## config.mk

```make
export PLATFORM = sky130hd
export DESIGN_NAME = clause_list_reader
export DESIGN_NICKNAME = d
export VERILOG_FILES = /design/src/rtl/clause_reader_pkg.sv /design/src/rtl/clause_list_reader.sv
export SDC_FILE = /design/constraint.sdc
export NUM_CORES = 1
export LEC_CHECK = 0
export ABC_AREA = 1
export CAP_MARGIN = 10
export CORE_ASPECT_RATIO = 1.25
export CORE_MARGIN = 3
export CORE_UTILIZATION = 35
export DETAILED_ROUTE_END_ITERATION = 6
export PLACE_DENSITY = 0.73
export SYNTH_ARGS = -nofsm -noshare
export SYNTH_HDL_FRONTEND = slang
export SYNTH_SLANG_ARGS = --single-unit
```

## constraint.sdc

```tcl
create_clock -name clock -period 3.7 [get_ports clock]
set_input_delay 0.925 -clock clock [delete_from_list [all_inputs] [get_ports clock]]
set_output_delay 0.925 -clock clock [all_outputs]
set_load 0.02 [all_outputs]
```

## src/rtl/clause_reader_pkg.sv

```systemverilog
// Shared definitions for the clause-table read walker and its consumer.
//   reader_state_t : walker FSM states (IDLE, ISSUE, WAIT, HOLD, DONE)
//   clause_count_t : entry count / remaining counter, TABLE_BITS+1 wide
// Default widths come from CLAUSE_TABLE_BITS and MAX_CLAUSES_BITS. When the
// build does not define them, they are defined here.
`ifndef CLAUSE_TABLE_BITS
`define CLAUSE_TABLE_BITS 4
`endif
`ifndef MAX_CLAUSES_BITS
`define MAX_CLAUSES_BITS 8
`endif

package clause_reader_pkg;

  localparam int DEFAULT_TABLE_BITS  = `CLAUSE_TABLE_BITS;
  localparam int DEFAULT_CLAUSE_BITS = `MAX_CLAUSES_BITS;

  typedef enum logic [2:0] {
    IDLE  = 3'd0,
    ISSUE = 3'd1,
    WAIT  = 3'd2,
    HOLD  = 3'd3,
    DONE  = 3'd4
  } reader_state_t;

  // One bit wider than a table index, so a walk can cover the whole table.
  typedef logic [DEFAULT_TABLE_BITS:0] clause_count_t;

endpackage

```

## src/rtl/clause_list_reader.sv

```systemverilog
// clause_list_reader: walks count_in consecutive clause-table entries,
// starting at base_in. It issues one table read at a time and streams each
// returned clause index to a consumer.
//
// Ports:
//   clock, reset            : clock; asynchronous active-low reset
//   start, abort            : begin a walk (sampled in IDLE) / cancel a walk
//   base_in, count_in       : first table index, number of entries (0 legal)
//   table_read, table_index : read strobe and index to the clause table
//   table_clause_in         : table data, valid one cycle after table_read
//   table_error_in          : table error flag, aligned with the data
//   clause_valid, clause_ready, clause_out, clause_last : consumer stream
//   busy, done, err         : not IDLE / one-cycle end pulse / sticky error
//   state_dbg               : current FSM state, for observation
//
// Configuration macro CLAUSE_READER_WRAP_EN:
//   defined   -> ptr wraps modulo 2^TABLE_BITS and the walk continues at 0.
//   undefined -> stepping past the top index with entries still left sets
//                err and ends the walk through DONE.
//
// Handshake: clause_valid is asserted while an entry is presented. The
// transfer happens on a rising edge where clause_valid && clause_ready.
// While clause_valid && !clause_ready, clause_out and clause_last hold steady.
// Valid does not depend on ready.
`ifndef CLAUSE_TABLE_BITS
`define CLAUSE_TABLE_BITS 4
`endif
`ifndef MAX_CLAUSES_BITS
`define MAX_CLAUSES_BITS 8
`endif

module clause_list_reader
  import clause_reader_pkg::*;
#(
  parameter int TABLE_BITS  = `CLAUSE_TABLE_BITS,
  parameter int CLAUSE_BITS = `MAX_CLAUSES_BITS
) (
  input  logic                   clock,
  input  logic                   reset,
  input  logic                   start,
  input  logic                   abort,
  input  logic [TABLE_BITS-1:0]  base_in,
  input  logic [TABLE_BITS:0]    count_in,
  output logic                   table_read,
  output logic [TABLE_BITS-1:0]  table_index,
  input  logic [CLAUSE_BITS-1:0] table_clause_in,
  input  logic                   table_error_in,
  output logic                   clause_valid,
  input  logic                   clause_ready,
  output logic [CLAUSE_BITS-1:0] clause_out,
  output logic                   clause_last,
  output logic                   busy,
  output logic                   done,
  output logic                   err,
  output logic [2:0]             state_dbg
);

  reader_state_t          state;
  reader_state_t          state_next;
  logic [TABLE_BITS-1:0]  ptr;
  logic [TABLE_BITS:0]    remaining;
  logic [CLAUSE_BITS-1:0] clause_q;
  logic                   err_q;

  logic accept_start;
  logic last_entry;
  logic handshake;
  logic at_top;

  assign accept_start = (state == IDLE) && start && !abort;
  assign last_entry   = (remaining == {{TABLE_BITS{1'b0}}, 1'b1});
  assign handshake    = (state == HOLD) && clause_ready && !abort;

  // at_top flags a walk that would step past the last table index. With
  // wrapping enabled, that step is legal and ptr simply rolls over to 0.
`ifdef CLAUSE_READER_WRAP_EN
  assign at_top = 1'b0;
`else
  assign at_top = (ptr == {TABLE_BITS{1'b1}});
`endif

  // Next-state logic
  always_comb begin
    state_next = state;
    case (state)
      IDLE: begin
        if (accept_start) begin
          state_next = (count_in == '0) ? DONE : ISSUE;
        end
      end
      ISSUE: state_next = WAIT;
      WAIT:  state_next = table_error_in ? DONE : HOLD;
      HOLD: begin
        if (clause_ready) begin
          state_next = (last_entry || at_top) ? DONE : ISSUE;
        end
      end
      DONE:    state_next = IDLE;
      default: state_next = IDLE;
    endcase
    // abort overrides everything outside IDLE. There is no done pulse, and
    // any data in flight is dropped.
    if (abort && (state != IDLE)) begin
      state_next = IDLE;
    end
  end

  always_ff @(posedge clock or negedge reset) begin
    if (!reset) begin
      state <= IDLE;
    end else begin
      state <= state_next;
    end
  end

  // Datapath registers
  always_ff @(posedge clock or negedge reset) begin
    if (!reset) begin
      ptr       <= '0;
      remaining <= '0;
      clause_q  <= '0;
      err_q     <= 1'b0;
    end else begin
      if (accept_start) begin
        ptr       <= base_in;
        remaining <= count_in;
        err_q     <= 1'b0;
      end
      if ((state == WAIT) && !abort) begin
        if (table_error_in) begin
          err_q <= 1'b1;
        end else begin
          clause_q <= table_clause_in;
        end
      end
      if (handshake) begin
        if (remaining != '0) begin
          remaining <= remaining - {{TABLE_BITS{1'b0}}, 1'b1};
        end
        ptr <= ptr + {{(TABLE_BITS-1){1'b0}}, 1'b1};
        // Entries already delivered stand; only the walk is cut short.
        if (!last_entry && at_top) begin
          err_q <= 1'b1;
        end
      end
    end
  end

  // Outputs
  always_comb begin
    table_read   = (state == ISSUE);
    table_index  = ptr;
    clause_valid = (state == HOLD);
    clause_out   = clause_q;
    clause_last  = (state == HOLD) && last_entry;
    busy         = (state != IDLE);
    done         = (state == DONE);
    err          = err_q;
    state_dbg    = state;
  end

endmodule

```

; Yosys cells after proc, flatten, opt, wreduce, memory -nomap -nowiden
; Index checks and enable logic that the tools add are counted.
[word_totals]
ff_bits = 21
[op_classes]
add_sub_neg = 2
n_eq_ne = 8
n_mux = 17
n_bitwise = 1
n_reduce_logical = 18
[ops]
columns = op, count
row1 = 3-bit 2-to-1 mux, 6
row2 = 5-bit 2-to-1 mux, 3
row3 = 3-bit case mux with 4 select lines, 1
row4 = 1-bit logical AND, 8
row5 = 4-bit 2-to-1 mux, 2
row6 = 3-bit by 2-bit equality test with 1-bit output (second input constant), 2
row7 = 5-bit by 1-bit equality test with 1-bit output (second input constant), 1
row8 = 5-bit logical NOT, 1
row9 = 1-bit 2-to-1 mux, 5
row10 = 5-bit nonzero test, 1
row11 = 5-bit by 1-bit subtractor with 5-bit output (second input constant), 1
row12 = 4-bit by 1-bit adder with 4-bit output (second input constant), 1
row13 = 4-bit equality test (second input constant), 1
row14 = 2-bit AND reduction, 2
row15 = 3-bit by 1-bit equality test with 1-bit output (second input constant), 1
row16 = 3-bit equality test (second input constant), 1
row17 = 3-bit logical NOT, 1
row18 = 3-bit by 1-bit inequality test with 1-bit output (second input constant), 1
row19 = 3-bit by 2-bit inequality test with 1-bit output (second input constant), 1
row20 = 3-bit nonzero test, 1
row21 = 1-bit logical NOT, 2
row22 = 2-bit nonzero test, 1
row23 = 1-bit logical OR, 1
row24 = 1-bit NOT, 1

; Logic depth before layout (Yosys ltp)
[logic_depth]
depth_word = 8
depth_mapped = 10
mapped_depth_nobuf = 10

; Worst setup path before layout
; No wires, ideal clock.
[synth_timing]
path_kind = flip-flop to output port
start = register state[2] (netlist: state_dbg[2])
end = output clause_last
arrival_ns = 1.081
path_slack_ns = 1.694
stages_incl_launch_ff = 4
path_cell_list = dfrtp_1 -> inv_2 -> nand3_2 -> nor2_1
[synth_between]
elab_chain_cells = 2
[synth_lines]
columns = item, line
row1 = from (decl), clause_list_reader.sv:58  ; reader_state_t state;
row2 = from (signal assigned), clause_list_reader.sv:112  ; state <= state_next;
row3 = 3-bit by 2-bit equality test with 1-bit output, clause_list_reader.sv:155  ; clause_last = (state == HOLD) && last_entry;
row4 = 1-bit logical AND, clause_list_reader.sv:155
row5 = to (decl), clause_list_reader.sv:51  ; output logic clause_last,
; Every way passes these cells.

; Worst setup path in the final report
[layout_timing]
start = register remaining[1]
end = output clause_last
[layout_between]
elab_chain_cells = 2
[layout_lines]
columns = item, line
row1 = from (decl), clause_list_reader.sv:61  ; logic [TABLE_BITS:0] remaining;
row2 = from (signal assigned), clause_list_reader.sv:126  ; remaining <= count_in;
row3 = from (signal assigned), clause_list_reader.sv:138  ; remaining <= remaining - {{TABLE_BITS{1'b0}}, 1'b1};
row4 = 5-bit by 1-bit equality test with 1-bit output, clause_list_reader.sv:71  ; assign last_entry = (remaining == {{TABLE_BITS{1'b0}}, 1'b1});
row5 = 1-bit logical AND, clause_list_reader.sv:155
; Every way passes these cells.

==> qor.csv <==
metric,value,unit
DRT Pass-1 Iters,5,
largest net degree at the start of global routing,22,
slew of the pin with the lowest slew margin,0.9763,ns
Post-Syn Instances,180,
period utilization,75.75,%
r2r endpoint,remaining[1]$_DFF_PN0_,
design area,1809,µm²
Min-Delay Startpoint,clause_out[6]$_DFFE_PN0P_,
Die X,60.33,µm
die area,4459,µm²
Max Cap Violations,0,
Critical Path RT,2.77,ns
end of the worst hold path,clause_out[6]$_DFFE_PN0P_,
vias post-DR,1250,
1st-iter DRT viols,48,
Setup-failing EPs final,0,
DP Wirelength,2.369,mm
Slew Limit Fails,0,
hold_ws,0.4727,ns
first-pass GRT wire length,5.106,mm
Worst Reg2Reg Path Length in Cells,7,
fin crit period,2.803,ns
worst skew pair latency,0.26,ns
clk sinks,21,
max_slew headroom,34.71,%
Worst Path Arrival,1.88,ns
syn_nets,207,
clock skew,0.001813,ns
Area Growth Syn to Fin,40.12,%
ant diodes,0,
"most common cell after layout, fill and taps aside",nand2_1,
crit path max fanout,5,
vias in the first global route,1129,
row cnt,24,
status,finished clean,
CTS tree,yes,
post-synthesis sequential area ratio,40.70,%
Num CTS Buffers,3,
port bufs,43,
CTS Root Cell,clkbuf_8,
Initial Util,36.75,%
cts repair resizes,0,
number of synthesized register bits,21,
clk slew on worst S/H paths,0.08,ns
antenna violations before repair,0,
I/O pin cnt,44,
Fmax,356.8,MHz
GR Overflow Total,0,
hold buffers post-CTS,0,
Design Power,1.244,mW
Fin Setup TNS,0,ns
Crit Reg-Reg Startpoint,remaining[0]$_DFF_PN0_,
CP Launch Type,flop,
crit path kind,reg2out,
warnings from Yosys,0,
number of remaining DRC errors,0,
Worst Hold Depth,2,
Leak,0.9356,nW
Yosys cell types,26,
most frequent cells in the layout,"nand2_1, clkdlybuf4s50_1, nand3_1, dfrtp_1, inv_1",
core footprint,3513,µm²
pwr/cell area,687.5,nW/µm²
Mean Syn Cell Area,7.174,µm²
Peak VDD IR,0.4144,mV
worst hold path type,reg2reg,
GRT Util Overall,14.63,%
htree depth,1,
dpl cell area,1763,µm²
layout cell share with drive strength beyond 1,7.522,%
unrepaired setup endpoints after global routing,no,
"wirelength, routed",3.013,mm
flop2flop setup slack,2.31,ns
Avg WL per Cell,11.37,µm
clock tree buffer depth,2,
post-synthesis cell area,1291,µm²
Die Y,73.91,µm
Final Hold Violating Endpoints,0,
Via density,4.717,
routability cong.,0.8485,
post-CTS setup buffer count,0,
"antenna viol nets, final",0,
layout net count,254,
Critical Path Sink Type,primary output,
[how the worst max path moves through the flow]
stage | from | end | slack, ns | depth (start not counted)
2_1_floorplan | state_dbg[2]$_DFFE_PN0P_ | clause_last | 1.69 | 3
3_3_place_gp | abort | remaining[1]$_DFF_PN0_ | 1.15 | 8
3_5_place_dp | abort | remaining[0]$_DFF_PN0_ | 1.11 | 8
4_1_cts | remaining[1]$_DFF_PN0_ | clause_last | 0.88 | 7
5_1_grt | remaining[1]$_DFF_PN0_ | clause_last | 0.75 | 7
6_report | remaining[1]$_DFF_PN0_ | clause_last | 0.90 | 7
[stage by stage]
| stage | std cells | util, % | setup slack (ns) |
|---|---|---|---|
| 5_1_grt | 265 | 51.50 | 0.7486 |
| 2_1_floorplan | 180 | - | 1.694 |
| 3_3_place_gp | 261 | 50.18 | 1.150 |
| 3_5_place_dp | 261 | 50.18 | 1.114 |
| 6_report | 265 | 51.50 | 0.8973 |
| 4_1_cts | 265 | 51.50 | 0.8829 |
[critical path, cell delays in order (launching register included)]
cell	delay (ns)
dfrtp_1	0.36
inv_1	0.13
ha_1	0.17
inv_1	0.04
nor2_1	0.08
nand2_1	0.10
nor2_1	0.11
clkdlybuf4s50_1	0.63
[cells in the mapped netlist (all sizes together)]
cell type	number	area (µm²)
nand4	1	6.260
buf	1	7.510
ha	4	50.05
inv	22	85.09
xnor2	1	8.760
clkinv	2	8.750
nand3	23	120.1
o21ai	3	26.27
dfrtp	21	525.5
nor2	15	87.59
xor2	4	35.03
o211ai	1	7.510
nor3	1	5.000
nand3b	1	7.510
nand2	80	310.3
[area by class of cell]
type / instances / area (µm²)
clock buffer: 3 / 41.29
clock inverter: 1 / 5.005
fill: 333 / 1704
inverter: 24 / 93.84
multi-input combinational: 134 / 664.4
sequential: 21 / 525.5
tap: 39 / 48.80
timing repair buffer: 43 / 430.4
[routing by layer]
layer | vias up | global-route usage (%) | wire length (µm) | part of all wire, %
met3 | 2 | 1.582 | 135 | 4.5
met5 | - | 0 | 0 | 0
met4 | 0 | 3.695 | 21 | 0.70
met2 | 27 | 25.48 | 1574 | 52
li1 | 648 | - | - | -
met1 | 573 | 19.03 | 1281 | 43
[sequential cells by signal, indices dropped and copies added, names as in the netlist]
register     flops
err              1
remaining        5
table_index      4
state_dbg        3
clause_out       8
[kinds of logic (layout without fill, tap and decap cells)]
logic type	after synthesis	in the layout	share of synthesized area, %
AND/OR/NAND/NOR	121	121	41.57
XOR/XNOR	5	5	3.391
adder cells (fa/ha/maj)	4	4	3.876
flip-flops	21	21	40.70
buffers and inverters	25	71	7.849
AO/OA/AOI/OAI	4	4	2.616
[report_power, final]
part	switching, mW	internal [mW]
sequential	0.0874	0.334
clock	0.0760	0.0749
combinational	0.373	0.299
Power figures use the tool's default switching activity.
